<file path="config.mk">
export PLATFORM = sky130hd
export DESIGN_NAME = encode_initial_conf
export DESIGN_NICKNAME = d
export VERILOG_FILES = /design/src/rtl/encode_initial_conf.sv
export SDC_FILE = /design/constraint.sdc
export NUM_CORES = 1
export LEC_CHECK = 0
export ABC_AREA = 1
export BUFFER_PORTS_ARGS = -buffer_cell sky130_fd_sc_hd__buf_2
export CAP_MARGIN = 20
export CORE_AREA = 2 2 226 228
export CTS_CLUSTER_SIZE = 25
export DETAILED_ROUTE_END_ITERATION = 10
export DIE_AREA = 0 0 228 230
export PLACE_DENSITY_LB_ADDON = 0.08
export SLEW_MARGIN = 0
export SYNTH_ARGS = -nofsm -noshare
export SYNTH_HDL_FRONTEND = slang
export SYNTH_SLANG_ARGS = --single-unit
</file>
<file path="constraint.sdc">
create_clock -name clk -period 1.95 [get_ports clk]
set_clock_uncertainty 0.2 [all_clocks]
set_input_delay 0.0975 -clock clk [delete_from_list [all_inputs] [get_ports clk]]
set_output_delay 0.0975 -clock clk [all_outputs]
set_load 0.05 [all_outputs]
</file>
<file path="src/rtl/encode_initial_conf.sv">
// Stages run fields through 32-bit writes and packs them into the 512-bit CGRA initial-configuration word.
// Define ENCODE_INITIAL_CONF_CHECK_EN to also reject commits with num_conf==0 or start_loop>=num_conf.
module encode_initial_conf #(
  parameter int CNT_W = 16
) (
  input  logic             clk,
  input  logic             rst_n,
  input  logic             wr_en,
  input  logic [2:0]       wr_addr,
  input  logic [31:0]      wr_data,
  input  logic             commit,
  output logic [511:0]     initial_conf,
  output logic             conf_valid,
  input  logic             conf_ready,
  output logic [6:0]       staged_mask,
  output logic             commit_err,
  input  logic             err_clr,
  output logic [CNT_W-1:0] conf_count
);

  localparam logic [0:0] IDLE    = 1'b0;
  localparam logic [0:0] PENDING = 1'b1;

  logic [0:0]       state_q, state_d;
  logic [31:0]      stage_q [7];
  logic [31:0]      stage_d [7];
  logic [6:0]       mask_q, mask_d;
  logic [511:0]     conf_q, conf_d;
  logic             err_q, err_d;
  logic [CNT_W-1:0] count_q, count_d;

  logic wr_valid;
  logic xfer;
  logic slot_free;
  logic value_ok;
  logic accept;

  assign wr_valid = wr_en && (wr_addr != 3'd7);
  assign xfer     = (state_q == PENDING) && conf_ready;
  assign slot_free = (state_q == IDLE) || xfer;

  // Staging view that already includes this cycle's write, so a same-cycle commit sees it.
  always_comb begin
    stage_d = stage_q;
    mask_d  = mask_q;
    for (int unsigned i = 0; i < 7; i++) begin
      if (wr_valid && (wr_addr == 3'(i))) begin
        stage_d[i] = wr_data;
        mask_d[i]  = 1'b1;
      end
    end
  end

`ifdef ENCODE_INITIAL_CONF_CHECK_EN
  assign value_ok = (stage_d[5] != 32'd0) && (stage_d[6] < stage_d[5]);
`else
  assign value_ok = 1'b1;
`endif

  assign accept = commit && (mask_d == 7'h7F) && slot_free && value_ok;

  always_comb begin
    state_d = state_q;
    conf_d  = conf_q;
    count_d = count_q;
    err_d   = err_q;

    if (xfer) begin
      count_d = count_q + CNT_W'(1);
    end

    if (accept) begin
      state_d = PENDING;
      conf_d  = {288'd0, stage_d[6], stage_d[5], stage_d[4],
                 stage_d[3], stage_d[2], stage_d[1], stage_d[0]};
    end else if (xfer) begin
      state_d = IDLE;
    end

    if (commit && !accept) begin
      err_d = 1'b1;
    end else if (err_clr) begin
      err_d = 1'b0;
    end
  end

  always_ff @(posedge clk) begin
    if (!rst_n) begin
      state_q <= IDLE;
      stage_q <= '{default: '0};
      mask_q  <= '0;
      conf_q  <= '0;
      err_q   <= 1'b0;
      count_q <= '0;
    end else begin
      state_q <= state_d;
      stage_q <= stage_d;
      mask_q  <= mask_d;
      conf_q  <= conf_d;
      err_q   <= err_d;
      count_q <= count_d;
    end
  end

  assign initial_conf = conf_q;
  assign conf_valid   = (state_q == PENDING);
  assign staged_mask  = mask_q;
  assign commit_err   = err_q;
  assign conf_count   = count_q;

endmodule

</file>
==> run metrics <==
vias in the first global route=17619; FP Rows=between 80 and 90; total power=22.4 mW; Total GRT Usage=0.243; MaxCap Viol Count=0; Synth warnings=0; Hold Slack=-0.0223 ns; Worst R2R Setup Slack=0.12 ns; Port-buffer cells=289; Slew headroom=0.655; diodes inserted=0; DRC viols=0; Slew @ Worst Pin=about 0.52 ns; core area=0.0499 sq mm; critical path class=in2reg; DP HPWL=42800 um; CP Launch Point=wr_addr[2]; Final nets=3654; fill count=5015; Post-Place Cells=4176; antenna viol nets, final=0; DRT iter0 DRCs=around 1600; Mean Syn Cell Area=6.70 sq um; HP Start=wr_addr[2]; asr flop ratio synth=0; crit path max fanout=44; Worst VDD drop=578 uV; Num CTS Buffers=52; total gr overflow=0; WL/cell=15.5 um; first-pass GRT wire length=about 100000 um; drt via density=4.55; Starting Density=0.449; violated checks=hold timing; EDFF count, synth=0; setup_tns=0 ns; Reg clk slew, reported paths=about 0.06 ns; Final period util=0.944; DIE WIDTH=228 um; Synth-to-Final Area Change=16.9%; die height=230 um; share of cells above drive strength 1=0.151; met3 Usage GRT=0.0494; setup violators final=0; Cells after Synth=3338; Leak Pwr=13.8 nW; die area=0.0524 sq mm; post-route cell area=approximately 0.026 sq mm; largest net degree at the start of global routing=90; Main synth FF type=dfxtp_1; area of the multi-input gates=approximately 0.0084 sq mm; Worst Path Arrival=2.16 ns; clk sinks=473; Top Usage Layer GRT=met2; reg-to-reg startpoint=staged_mask[2]; Tmin final=approximately 1.8 ns; routing usage on met2=0.408; Final Max Slew Viols=0; CP Launch Type=input port; HP Class=in2reg; final hold vios=2; Yosys cell types=27; register area share after synthesis=0.423; clk buf depth=3; FF+latch area=0.00948 sq mm; Critical Path RT=2.27 ns; Final Non-Filler Cells=4324; clock latency on the worst-skew pair=0.59 ns; PwrDens=855 mW/mm^2; status=finished, violations left; Initial DRT Pass Iterations=7; CTS tree=done; critical path capture point type=flop; WL final=67100 um; gpl congestion=0.806; Area after DPL=0.0238 sq mm; max frequency=543 MHz; Clock Tree Root=clkbuf_16; met1 Use GR=0.308; # H-tree levels=2; Post-Synthesis Cell Area=0.0224 sq mm; vias=between 15000 and 20000; Layout Utilization=0.524; post-synthesis register bit count=473; io pins=578; initial antenna violation count=9
==> cell type report <==
class | count | area share
inverters | 701 | 0.101
clock inverters | 15 | 0.00574
multi-input cells | 1965 | 0.320
clock buffers | 79 | 0.0610
flip-flops and latches | 473 | 0.363
well taps | 672 | 0.0322
repair buffers | 419 | 0.118
==> repair_timing <==
action | in CTS | in global routing
gates resized for setup | 0 | 7
setup endpoints to repair | 0 | 226
hold endpoints to repair | 409 | 0
hold buffers | 43 | 0
buffers inserted | 0 | 8
==> worst max-delay path: stages <==
cell and delay [ns]:
buf_2 0.11, dlygate4sd3_1 0.54, nand2_1 0.07, inv_2 0.11
nand2_2 0.07, nand2_1 0.07, nand2_1 0.08, nor2_4 0.13
buf_12 0.13, nand3_4 0.09, buf_4 0.17, buf_16 0.16
nand2_1 0.12, inv_2 0.03, nor2_1 0.10
==> logic make-up (layout without fill, tap and decap cells) <==
| logic type | count (synthesis) | count (layout) | share of synthesized area |
|---|---|---|---|
| fa+ha+maj | 1 | 1 | 0.000559 |
| buf+inv | 1187 | 1214 | 0.253 |
| flops | 473 | 473 | 0.423 |
| other cells | 1 | 288 | 0.000168 |
| simple gates | 1425 | 1425 | 0.266 |
| compound gates | 251 | 251 | 0.0563 |
==> placed cells by master (no fill, tap or decap), types with 4 or more instances in the layout <==
cell type	synthesis	layout
a21oi_1	17	17
buf_12	0	34
buf_2	30	288
buf_4	288	47
clkbuf_1	112	9
clkbuf_16	0	56
clkbuf_8	0	18
clkinv_2	0	12
conb_1	1	288
dfxtp_1	473	464
dfxtp_2	0	9
dlygate4sd3_1	0	42
inv_1	637	637
inv_2	63	63
nand2_1	711	703
nand2_2	0	7
nand3_1	5	4
nand4_1	225	225
nor2_1	467	464
nor3_1	9	9
o21ai_0	232	232
==> final timing paths <==
path,cells after the start,to
worst max-delay path,15,initial_conf[132]
worst min-delay path,7,stage_q[96]
worst max register to register,11,initial_conf[132]
worst min register to register,2,commit_err
==> cell usage after synthesis (all sizes together), types with 5 or more instances <==
library cell	n	area (sq um)
o21ai	232	1160
a21oi	17	85.1
dfxtp	473	9470
nand4	225	1410
buf	374	2610
clkbuf	112	420
nand2	711	2670
inv	700	2630
nand3	5	25.0
nor3	9	45.0
nor2	470	1780
==> metrics by stage <==
step / hold slack [ns] / worst slack (ns)
floorplan: 0.0421 / 0.000945
global placement: 0.153 / -0.138
detailed placement: 0.167 / -0.143
CTS: 0.0137 / 0.0209
global route: 0.0200 / -0.00685
finish: -0.0223 / 0.109
==> routing by layer <==
| metal | vias to the layer above | part of all wire | wire length (um) |
|---|---|---|---|
| met2 | 712 | 0.47 | 31800 |
| met5 | - | 0.00019 | 13 |
| li1 | 9922 | - | - |
| met3 | 117 | 0.075 | 5050 |
| met1 | 8927 | 0.41 | 27800 |
| met4 | 2 | 0.036 | 2430 |
==> power breakdown <==
group          leakage, nW  internal, mW  switching [mW]  total, mW
Clock                0.875          5.99            4.03       10.0
Sequential            3.83          9.84          0.0440       9.88
Combinational         9.08         0.359            2.08       2.44
==> flip-flops by register name, indices dropped and copies added (netlist names) <==
signal and flops:
commit_err 1, conf_count 16, conf_valid 1, initial_conf 224, stage_q 224, staged_mask 7
No activity file was read; power rests on OpenSTA's default activity.
